**src/rtl/load_seq_ctrl_pkg.sv**
```systemverilog
// Shared types and constants for the load sequencing controller.
package load_seq_ctrl_pkg;

  localparam int unsigned DEFAULT_TIMEOUT = 255;
  localparam int unsigned ADDR_W          = 32;
  localparam int unsigned DATA_W          = 32;
  localparam int unsigned TYPE_W          = 3;
  localparam int unsigned DST_W           = 5;

  typedef enum logic [TYPE_W-1:0] {
    LT_LW  = 3'd0,
    LT_LH  = 3'd1,
    LT_LHU = 3'd2,
    LT_LB  = 3'd3,
    LT_LBU = 3'd4,
    LT_LWR = 3'd5
  } ld_type_e;

  typedef enum logic [1:0] {
    S_IDLE = 2'd0,
    S_BUS  = 2'd1,
    S_FMT  = 2'd2,
    S_EXC  = 2'd3
  } state_e;

  // Request fields captured at acceptance
  typedef struct packed {
    logic [ADDR_W-1:0] addr;
    logic [TYPE_W-1:0] ld_type;
    logic [DATA_W-1:0] v2;
    logic [DST_W-1:0]  dst;
  } ld_req_t;

  // Unknown type codes fall through to word alignment rules
  function automatic logic is_misaligned(logic [TYPE_W-1:0] t, logic [1:0] b);
    logic mis;
    case (t)
      LT_LH, LT_LHU:         mis = b[0];
      LT_LB, LT_LBU, LT_LWR: mis = 1'b0;
      default:               mis = (b != 2'b00);
    endcase
    return mis;
  endfunction

endpackage

```
**src/rtl/load_seq_ctrl_if.sv**
```systemverilog
// Load request, bus read and writeback/exception signals of the load controller.
interface load_seq_ctrl_if;
  logic        ld_valid;
  logic        ld_ready;
  logic [31:0] ld_addr;
  logic [2:0]  ld_type;
  logic [31:0] ld_v2;
  logic [4:0]  ld_dst;
  logic        bus_req;
  logic [31:0] bus_addr;
  logic        bus_ack;
  logic        bus_err;
  logic [31:0] bus_rdata;
  logic        wb_valid;
  logic [31:0] wb_data;
  logic [4:0]  wb_dst;
  logic        exc_adel;
  logic        exc_bus;
  logic [31:0] exc_badvaddr;
  logic        busy;

  // Controller side
  modport slave (
    input  ld_valid, ld_addr, ld_type, ld_v2, ld_dst, bus_ack, bus_err, bus_rdata,
    output ld_ready, bus_req, bus_addr, wb_valid, wb_data, wb_dst,
           exc_adel, exc_bus, exc_badvaddr, busy
  );

  // Pipeline/bus environment side
  modport master (
    output ld_valid, ld_addr, ld_type, ld_v2, ld_dst, bus_ack, bus_err, bus_rdata,
    input  ld_ready, bus_req, bus_addr, wb_valid, wb_data, wb_dst,
           exc_adel, exc_bus, exc_badvaddr, busy
  );
endinterface

```
**src/rtl/load_seq_ctrl_formatter.sv**
```systemverilog
// Extracts, extends or merges the loaded word according to load type and byte offset.
module load_formatter
  import load_seq_ctrl_pkg::*;
(
  input  logic [TYPE_W-1:0] ld_type,
  input  logic [1:0]        b,
  input  logic [DATA_W-1:0] rdata,
  input  logic [DATA_W-1:0] v2,
  output logic [DATA_W-1:0] data
);

  logic [7:0]  byte_sel;
  logic [15:0] half_sel;

  // Halfword loads are always even-aligned here, so only b[1] picks the half
  assign byte_sel = rdata[{b, 3'b000} +: 8];
  assign half_sel = rdata[{b[1], 4'b0000} +: 16];

  always_comb begin
    data = rdata;
    case (ld_type)
      LT_LB:  data = {{24{byte_sel[7]}}, byte_sel};
      LT_LBU: data = {24'd0, byte_sel};
      LT_LH:  data = {{16{half_sel[15]}}, half_sel};
      LT_LHU: data = {16'd0, half_sel};
      LT_LWR: begin
        case (b)
          2'd0:    data = rdata;
          2'd1:    data = {v2[31:24], rdata[31:8]};
          2'd2:    data = {v2[31:16], rdata[31:16]};
          default: data = {v2[31:8],  rdata[31:24]};
        endcase
      end
      default: data = rdata;
    endcase
  end

endmodule

```
**src/rtl/load_seq_ctrl.sv**
```systemverilog
// Sequences a single load: accept, bus read with timeout, format, then writeback or exception.
module load_seq_ctrl
  import load_seq_ctrl_pkg::*;
#(
  parameter int unsigned TIMEOUT_CYCLES = DEFAULT_TIMEOUT
) (
  input  logic           clk,
  input  logic           reset_n,
  load_seq_ctrl_if.slave ls
);

  localparam int unsigned CNT_W = $clog2(TIMEOUT_CYCLES + 1);

  state_e              state_q, state_d;
  ld_req_t             req_q, req_d;
  logic [DATA_W-1:0]   rdata_q, rdata_d;
  logic [CNT_W-1:0]    cnt_q, cnt_d;
  logic [ADDR_W-1:0]   bus_addr_q, bus_addr_d;
  logic [DATA_W-1:0]   wb_data_q, wb_data_d;
  logic [DST_W-1:0]    wb_dst_q, wb_dst_d;
  logic [ADDR_W-1:0]   badvaddr_q, badvaddr_d;
  logic                wb_valid_q, wb_valid_d;
  logic                exc_adel_q, exc_adel_d;
  logic                exc_bus_q, exc_bus_d;
  logic                ld_ready_q, busy_q, bus_req_q;
  logic [DATA_W-1:0]   fmt_data;

  load_formatter u_fmt (
    .ld_type (req_q.ld_type),
    .b       (req_q.addr[1:0]),
    .rdata   (rdata_q),
    .v2      (req_q.v2),
    .data    (fmt_data)
  );

  // Exception pulses are raised on entry to EXC so they coincide with that state
  always_comb begin
    state_d    = state_q;
    req_d      = req_q;
    rdata_d    = rdata_q;
    cnt_d      = cnt_q;
    bus_addr_d = bus_addr_q;
    wb_data_d  = wb_data_q;
    wb_dst_d   = wb_dst_q;
    badvaddr_d = badvaddr_q;
    wb_valid_d = 1'b0;
    exc_adel_d = 1'b0;
    exc_bus_d  = 1'b0;
    case (state_q)
      S_IDLE: begin
        if (ls.ld_valid) begin
          req_d = '{addr: ls.ld_addr, ld_type: ls.ld_type, v2: ls.ld_v2, dst: ls.ld_dst};
          cnt_d = '0;
          if (is_misaligned(ls.ld_type, ls.ld_addr[1:0])) begin
            state_d    = S_EXC;
            exc_adel_d = 1'b1;
            badvaddr_d = ls.ld_addr;
          end else begin
            state_d    = S_BUS;
            bus_addr_d = {ls.ld_addr[31:2], 2'b00};
          end
        end
      end
      S_BUS: begin
        if (ls.bus_ack) begin
          if (ls.bus_err) begin
            state_d    = S_EXC;
            exc_bus_d  = 1'b1;
            badvaddr_d = req_q.addr;
          end else begin
            state_d = S_FMT;
            rdata_d = ls.bus_rdata;
          end
        end else if (cnt_q == CNT_W'(TIMEOUT_CYCLES - 1)) begin
          state_d    = S_EXC;
          exc_bus_d  = 1'b1;
          badvaddr_d = req_q.addr;
        end else begin
          cnt_d = cnt_q + CNT_W'(1);
        end
      end
      S_FMT: begin
        state_d    = S_IDLE;
        wb_valid_d = 1'b1;
        wb_data_d  = fmt_data;
        wb_dst_d   = req_q.dst;
      end
      S_EXC:   state_d = S_IDLE;
      default: state_d = S_IDLE;
    endcase
  end

  // Status outputs are registered from the next state so they track the FSM exactly
  always_ff @(posedge clk or negedge reset_n) begin
    if (!reset_n) begin
      state_q    <= S_IDLE;
      req_q      <= '0;
      rdata_q    <= '0;
      cnt_q      <= '0;
      bus_addr_q <= '0;
      wb_data_q  <= '0;
      wb_dst_q   <= '0;
      badvaddr_q <= '0;
      wb_valid_q <= 1'b0;
      exc_adel_q <= 1'b0;
      exc_bus_q  <= 1'b0;
      ld_ready_q <= 1'b1;
      busy_q     <= 1'b0;
      bus_req_q  <= 1'b0;
    end else begin
      state_q    <= state_d;
      req_q      <= req_d;
      rdata_q    <= rdata_d;
      cnt_q      <= cnt_d;
      bus_addr_q <= bus_addr_d;
      wb_data_q  <= wb_data_d;
      wb_dst_q   <= wb_dst_d;
      badvaddr_q <= badvaddr_d;
      wb_valid_q <= wb_valid_d;
      exc_adel_q <= exc_adel_d;
      exc_bus_q  <= exc_bus_d;
      ld_ready_q <= (state_d == S_IDLE);
      busy_q     <= (state_d != S_IDLE);
      bus_req_q  <= (state_d == S_BUS);
    end
  end

  assign ls.ld_ready     = ld_ready_q;
  assign ls.busy         = busy_q;
  assign ls.bus_req      = bus_req_q;
  assign ls.bus_addr     = bus_addr_q;
  assign ls.wb_valid     = wb_valid_q;
  assign ls.wb_data      = wb_data_q;
  assign ls.wb_dst       = wb_dst_q;
  assign ls.exc_adel     = exc_adel_q;
  assign ls.exc_bus      = exc_bus_q;
  assign ls.exc_badvaddr = badvaddr_q;

endmodule

```
**src/flat_wrapper.sv**
```systemverilog
// flat-port wrapper written by rule: the top's interface ports become plain ports
module load_seq_ctrl_flat import load_seq_ctrl_pkg::*;
#(
  parameter int unsigned TIMEOUT_CYCLES = DEFAULT_TIMEOUT
)
  (clk, reset_n, ls_ld_valid, ls_ld_addr, ls_ld_type, ls_ld_v2, ls_ld_dst, ls_bus_ack, ls_bus_err, ls_bus_rdata, ls_ld_ready, ls_bus_req, ls_bus_addr, ls_wb_valid, ls_wb_data, ls_wb_dst, ls_exc_adel, ls_exc_bus, ls_exc_badvaddr, ls_busy);
  load_seq_ctrl_if ls_i ();
  input  logic clk;
  input  logic reset_n;
  input wire logic [$bits(ls_i.ld_valid)-1:0] ls_ld_valid;
  input wire logic [$bits(ls_i.ld_addr)-1:0] ls_ld_addr;
  input wire logic [$bits(ls_i.ld_type)-1:0] ls_ld_type;
  input wire logic [$bits(ls_i.ld_v2)-1:0] ls_ld_v2;
  input wire logic [$bits(ls_i.ld_dst)-1:0] ls_ld_dst;
  input wire logic [$bits(ls_i.bus_ack)-1:0] ls_bus_ack;
  input wire logic [$bits(ls_i.bus_err)-1:0] ls_bus_err;
  input wire logic [$bits(ls_i.bus_rdata)-1:0] ls_bus_rdata;
  output wire logic [$bits(ls_i.ld_ready)-1:0] ls_ld_ready;
  output wire logic [$bits(ls_i.bus_req)-1:0] ls_bus_req;
  output wire logic [$bits(ls_i.bus_addr)-1:0] ls_bus_addr;
  output wire logic [$bits(ls_i.wb_valid)-1:0] ls_wb_valid;
  output wire logic [$bits(ls_i.wb_data)-1:0] ls_wb_data;
  output wire logic [$bits(ls_i.wb_dst)-1:0] ls_wb_dst;
  output wire logic [$bits(ls_i.exc_adel)-1:0] ls_exc_adel;
  output wire logic [$bits(ls_i.exc_bus)-1:0] ls_exc_bus;
  output wire logic [$bits(ls_i.exc_badvaddr)-1:0] ls_exc_badvaddr;
  output wire logic [$bits(ls_i.busy)-1:0] ls_busy;
  assign ls_i.ld_valid = ls_ld_valid;
  assign ls_i.ld_addr = ls_ld_addr;
  assign ls_i.ld_type = ls_ld_type;
  assign ls_i.ld_v2 = ls_ld_v2;
  assign ls_i.ld_dst = ls_ld_dst;
  assign ls_i.bus_ack = ls_bus_ack;
  assign ls_i.bus_err = ls_bus_err;
  assign ls_i.bus_rdata = ls_bus_rdata;
  assign ls_ld_ready = ls_i.ld_ready;
  assign ls_bus_req = ls_i.bus_req;
  assign ls_bus_addr = ls_i.bus_addr;
  assign ls_wb_valid = ls_i.wb_valid;
  assign ls_wb_data = ls_i.wb_data;
  assign ls_wb_dst = ls_i.wb_dst;
  assign ls_exc_adel = ls_i.exc_adel;
  assign ls_exc_bus = ls_i.exc_bus;
  assign ls_exc_badvaddr = ls_i.exc_badvaddr;
  assign ls_busy = ls_i.busy;
  load_seq_ctrl #(.TIMEOUT_CYCLES(TIMEOUT_CYCLES)) u_core (.clk(clk), .reset_n(reset_n), .ls(ls_i));
endmodule
```
**config.mk**
```make
export PLATFORM = sky130hd
export DESIGN_NAME = load_seq_ctrl_flat
export DESIGN_NICKNAME = d
export VERILOG_FILES = /design/src/rtl/load_seq_ctrl_pkg.sv /design/src/rtl/load_seq_ctrl_if.sv /design/src/rtl/load_seq_ctrl_formatter.sv /design/src/rtl/load_seq_ctrl.sv /design/src/flat_wrapper.sv
export SDC_FILE = /design/constraint.sdc
export NUM_CORES = 1
export LEC_CHECK = 0
export ABC_AREA = 1
export BUFFER_PORTS_ARGS = -buffer_cell sky130_fd_sc_hd__buf_2
export CORE_MARGIN = 4
export CORE_UTILIZATION = 35
export DETAILED_ROUTE_END_ITERATION = 12
export GPL_ROUTABILITY_DRIVEN = 0
export RECOVER_POWER = 50
export SLEW_MARGIN = 15
export SYNTH_ARGS = -nofsm -noshare
export SYNTH_HDL_FRONTEND = slang
export SYNTH_SLANG_ARGS = --single-unit
```
**constraint.sdc**
```tcl
create_clock -name clk -period 1.6 [get_ports clk]
set_input_delay 0.16 -clock clk [delete_from_list [all_inputs] [get_ports clk]]
set_output_delay 0.16 -clock clk [all_outputs]
set_load 0.02 [all_outputs]
```
==> impl_metrics.prom <==
# TYPE chip_impl_metric gauge
chip_impl_metric{name="dieWidth",unit="um"} 178
chip_impl_metric{name="cts_htree_levels",unit=""} 1
chip_impl_metric{name="synthArstFlopShare",unit="%"} 100
chip_impl_metric{name="multi_input_area",unit="um2"} 4050
chip_impl_metric{name="clkTransAtPathRegs",unit="ns"} 0.06
chip_impl_metric{name="post_synth.cell_area_avg",unit="um2"} 7.78
chip_impl_metric{name="drt_first_pass_iters",unit=""} 5
chip_impl_metric{name="initial_core_utilization",unit="%"} 35.8
chip_impl_metric{name="timing.hold.ws",unit="ns"} 0.0429
chip_impl_info{name="synth_largest_area_cell",value="sky130_fd_sc_hd__dfrtp_1"} 1
chip_impl_info{name="most_repeated_cell_in_the_gate_level_netlist_after_synthesis",value="sky130_fd_sc_hd__nand2_1"} 1
chip_impl_metric{name="first_pass_grt_wire_length",unit="um"} 48700
chip_impl_metric{name="die_h",unit="um"} 178
chip_impl_metric{name="max_slew.worst_pin.slew",unit="ns"} 1.10
chip_impl_metric{name="adder_cell_share_of_the_synthesized_area",unit="%"} 0.249
chip_impl_metric{name="finalWorstPathRequiredPeriod",unit="ns"} 1.59
chip_impl_metric{name="cts_buf_count",unit=""} 25
chip_impl_metric{name="gr-usage-all-layers",unit="%"} 19.1
chip_impl_info{name="critical_path_class",value="reg -> reg"} 1
chip_impl_metric{name="wl_per_cell",unit="um"} 15.3
chip_impl_metric{name="yosys-mux-area-fraction",unit="%"} 1.45
chip_impl_metric{name="antenna_violating_nets_post_route",unit=""} 0
chip_impl_info{name="cpMaxStageDelayCell",value="sky130_fd_sc_hd__dfrtp_1"} 1
chip_impl_metric{name="viasPerCell",unit=""} 4.72
chip_impl_info{name="endpoint_kind",value="flip-flop"} 1
chip_impl_metric{name="report.final.slew_viol_count",unit=""} 0
chip_impl_metric{name="design.final.nets",unit=""} 1723
chip_impl_metric{name="post_synthesis_compound_gate_area_fraction",unit="%"} 11.4
chip_impl_metric{name="synthXorXnorAreaFrac",unit="%"} 0.0870
chip_impl_info{name="outcome",value="finished, final reports clean"} 1
chip_impl_metric{name="cts.path.max_buffers",unit=""} 3
chip_impl_metric{name="synthesis_stage_register_bit_count",unit=""} 211
chip_impl_info{name="netlist_top_cells_area",value="sky130_fd_sc_hd__dfrtp_1 52%, sky130_fd_sc_hd__nand2_1 17%, sky130_fd_sc_hd__o21ai_0 8.3%, sky130_fd_sc_hd__nand3_1 4.5%, sky130_fd_sc_hd__inv_1 4.4%"} 1
chip_impl_metric{name="synth_seq_area_share",unit="%"} 52.5
chip_impl_info{name="worst_setup_path_start_kind",value="flip-flop"} 1
chip_impl_metric{name="post-synth-top-area-fraction",unit="%"} 52.2
chip_impl_metric{name="timing.critical_path.required",unit="ns"} 2.02
chip_impl_metric{name="cap_violations",unit=""} 0
chip_impl_info{name="hp-class",value="in -> reg"} 1
chip_impl_info{name="cts_tree",value="done"} 1
chip_impl_metric{name="slew-limit-headroom",unit="%"} 26.9
chip_impl_metric{name="critPathArrivalTime",unit="ns"} 2.00
chip_impl_metric{name="antenna_found_initial",unit=""} 5
chip_impl_metric{name="dr.first_iter.drc_count",unit=""} 596
chip_impl_metric{name="syn_area",unit="um2"} 10100
chip_impl_metric{name="post-route-drc-count",unit=""} 0
chip_impl_metric{name="synth-edff-count",unit=""} 0
chip_impl_metric{name="register_area",unit="um2"} 5290
chip_impl_metric{name="synth_cell_type_count",unit=""} 34
chip_impl_info{name="timing.critical_path.cells",value="inv_2, ha_4, inv_2, nor2_1, nand2_1, nand2_2, nand2_2, inv_4, nand2_8, clkbuf_16, nand2_1, nand2_1"} 1
chip_impl_metric{name="critical_path_peak_fanout",unit=""} 10
chip_impl_metric{name="core-area",unit="um2"} 28100
chip_impl_metric{name="rows",unit=""} 61
chip_impl_info{name="cpMostUsedCell",value="sky130_fd_sc_hd__nand2_1"} 1
chip_impl_info{name="synth.top_cells.by_count",value="458 x sky130_fd_sc_hd__nand2_1, 210 x sky130_fd_sc_hd__dfrtp_1, 166 x sky130_fd_sc_hd__o21ai_0, 119 x sky130_fd_sc_hd__inv_1, 90 x sky130_fd_sc_hd__nand3_1"} 1
chip_impl_metric{name="number_of_endpoints_failing_setup_at_the_final_stage",unit=""} 0
chip_impl_metric{name="first_global_vias",unit=""} 9345
chip_impl_metric{name="grt_max_degree",unit=""} 66
chip_impl_metric{name="power_density",unit="nW/um2"} 2080
chip_impl_metric{name="die_area",unit="um2"} 31500
chip_impl_metric{name="fillerInstances",unit=""} 2807
chip_impl_metric{name="synth_simple_gate_area_share",unit="%"} 25.8
chip_impl_metric{name="finalClockSkew",unit="ns"} 0.0107
chip_impl_metric{name="cp_slowest_stage_delay",unit="ns"} 0.39
chip_impl_metric{name="overflow",unit=""} 0
chip_impl_metric{name="final_min_period_over_clock_period",unit="%"} 99.2
chip_impl_info{name="root_buffer",value="sky130_fd_sc_hd__clkbuf_16"} 1
chip_impl_metric{name="clock_insertion_delay_worst_skew",unit="ns"} 0.54
chip_impl_metric{name="fin_tns_setup",unit="ns"} 0
chip_impl_metric{name="io_buffers",unit=""} 205
chip_impl_metric{name="io_pins",unit=""} 216
chip_impl_metric{name="dp_hpwl",unit="um"} 20800
chip_impl_metric{name="areaGrowthSynthToFinish",unit="%"} 37.3
chip_impl_metric{name="report.final.hold_viol_count",unit=""} 0
chip_impl_metric{name="synth.yosys.warnings",unit=""} 0
chip_impl_metric{name="cts_num_sinks",unit=""} 211
chip_impl_metric{name="post_synth_inst_count",unit=""} 1294
chip_impl_metric{name="route.vias.total",unit=""} 9512
chip_impl_info{name="rsz0062_at_grt",value="yes"} 1
chip_impl_metric{name="power.leakage",unit="uW"} 0.00734
chip_impl_info{name="largest_family_of_logic_cells_by_synthesized_area",value="simple AND/OR/NAND/NOR gates"} 1
chip_impl_metric{name="max_clock_freq",unit="MHz"} 630
chip_impl_metric{name="finalWirelength",unit="um"} 30700
chip_impl_metric{name="final_layout_size_suffix_gt1_share",unit="%"} 22.5
chip_impl_info{name="synth_ff_type",value="sky130_fd_sc_hd__dfrtp_1"} 1
chip_impl_metric{name="ir_worst_vdd",unit="uV"} 957
## area by class of cell
cell class | count | area share [%]
Timing Repair Buffer | 360 | 19.4
Antenna cell | 5 | 0.0906
Clock buffer | 37 | 4.85
Timing Repair inverter | 1 | 0.0543
Multi-Input combinational cell | 885 | 29.3
Tap cell | 378 | 3.42
Clock inverter | 9 | 1.01
Inverter | 128 | 3.58
Sequential cell | 211 | 38.3
## per-stage QoR
stage / total power [uW] / instance area [um2] / setup slack [ns] / cells / util (%)
floorplan: 17600 / 10100 / 0.138 / 1295 / -
global placement: 21800 / 11700 / 0.0638 / 1853 / 41.8
detailed placement: 22100 / 11700 / 0.0316 / 1853 / 41.8
CTS: 28100 / 13500 / 0.0157 / 1998 / 48.2
global route: 31100 / 13800 / -0.0577 / 2014 / 49.2
finish: 28700 / 13800 / 0.0121 / 2014 / 49.2
## kinds of logic (layout without fill, tap and decap cells)
group | Yosys count | in the layout
muxes | 13 | 13
adders and majority gates | 2 | 2
xor gates and xnor gates | 1 | 1
DFF | 211 | 211
and+or+nand+nor | 640 | 640
buffers and inverters | 199 | 535
AOI/OAI and AO/OA | 227 | 227
other | 1 | 7
## flip-flops by register name, indices dropped and copies added (netlist names)
signal                  count
u_core.ls.exc_badvaddr     32
u_core.ls.bus_req           1
u_core.ls.bus_addr         30
u_core.ls.ld_ready          1
u_core.state_q              2
u_core.ls.exc_adel          1
u_core.cnt_q                8
u_core.req_q               64
u_core.ls.busy              1
u_core.ls.exc_bus           1
u_core.ls.wb_data          32
u_core.rdata_q             32
u_core.ls.wb_valid          1
u_core.ls.wb_dst            5
## where the power goes
part | leakage, uW | internal, uW | switching [uW]
logic | 0.00435 | 5000 | 8550
clock network | 0.000395 | 3410 | 2300
registers | 0.00260 | 7810 | 1650
## worst max-delay path: cells and delay by family (launching register included)
family	cells	cell delay [ns]
adders and majority gates	1	0.13
buffers and inverters	4	0.40
and+or+nand+nor	7	0.55
DFF	1	0.39
## metal layers
| layer | part of all wire [%] | vias up | wire length [um] | track usage [%] |
|---|---|---|---|---|
| li1 | - | 4716 | - | - |
| met1 | 43 | 4422 | 13300 | 25.0 |
| met2 | 48 | 335 | 14700 | 32.6 |
| met3 | 7.3 | 39 | 2230 | 4.71 |
| met4 | 1.7 | 0 | 527 | 3.54 |
| met5 | 0 | - | 0 | 0 |
## worst paths after layout
check                                                             from                                endpoint  slack, ns  cells past startpoint
worst min-delay path                                        ls_bus_err             u_core.state_q[0]$_DFF_PN0_       0.04                      3
min in group asynchronous                                      reset_n             u_core.req_q[1]$_DFFE_PN0P_       0.37                      2
worst min register to register  u_core.ls.exc_badvaddr[31]$_DFFE_PN0P_  u_core.ls.exc_badvaddr[31]$_DFFE_PN0P_       0.47                      2
worst max register to register             u_core.cnt_q[0]$_DFFE_PN0P_  u_core.ls.exc_badvaddr[21]$_DFFE_PN0P_       0.01                     12
worst max-delay path                       u_core.cnt_q[0]$_DFFE_PN0P_  u_core.ls.exc_badvaddr[21]$_DFFE_PN0P_       0.01                     12
max in group asynchronous                                      reset_n          u_core.rdata_q[23]$_DFFE_PN0P_       0.24                      3
## cells in the final DEF (no fill, tap or decap), types with 3 or more instances in the layout
cell and n:
sky130_fd_sc_hd__dfrtp_2 3, sky130_fd_sc_hd__o21ai_0 161, sky130_fd_sc_hd__clkinv_2 4, sky130_fd_sc_hd__buf_6 11, sky130_fd_sc_hd__nand3_1 90, sky130_fd_sc_hd__inv_1 115
sky130_fd_sc_hd__clkbuf_16 27, sky130_fd_sc_hd__nand2_4 7, sky130_fd_sc_hd__nor2_1 63, sky130_fd_sc_hd__nor2_2 7, sky130_fd_sc_hd__a21oi_1 28, sky130_fd_sc_hd__nand4_1 5
sky130_fd_sc_hd__nand2_2 25, sky130_fd_sc_hd__dfrtp_1 207, sky130_fd_sc_hd__inv_2 8, sky130_fd_sc_hd__nand2_1 435, sky130_fd_sc_hd__diode_2 5, sky130_fd_sc_hd__mux2_1 5
sky130_fd_sc_hd__inv_4 4, sky130_fd_sc_hd__dlygate4sd3_1 99, sky130_fd_sc_hd__buf_2 204, sky130_fd_sc_hd__buf_12 13, sky130_fd_sc_hd__clkbuf_1 12, sky130_fd_sc_hd__bufinv_16 3
sky130_fd_sc_hd__mux2_2 8, sky130_fd_sc_hd__buf_4 28, sky130_fd_sc_hd__o21ai_1 36
## timing repair
| action | CTS | global route |
|---|---|---|
| setup buffers | 0 | 8 |
| endpoints found under the setup margin | 0 | 86 |
| hold buffers | 99 | 0 |
| resized for setup | 0 | 63 |
| endpoints found under the hold margin | 342 | 0 |
Power figures use the tool's default switching activity.
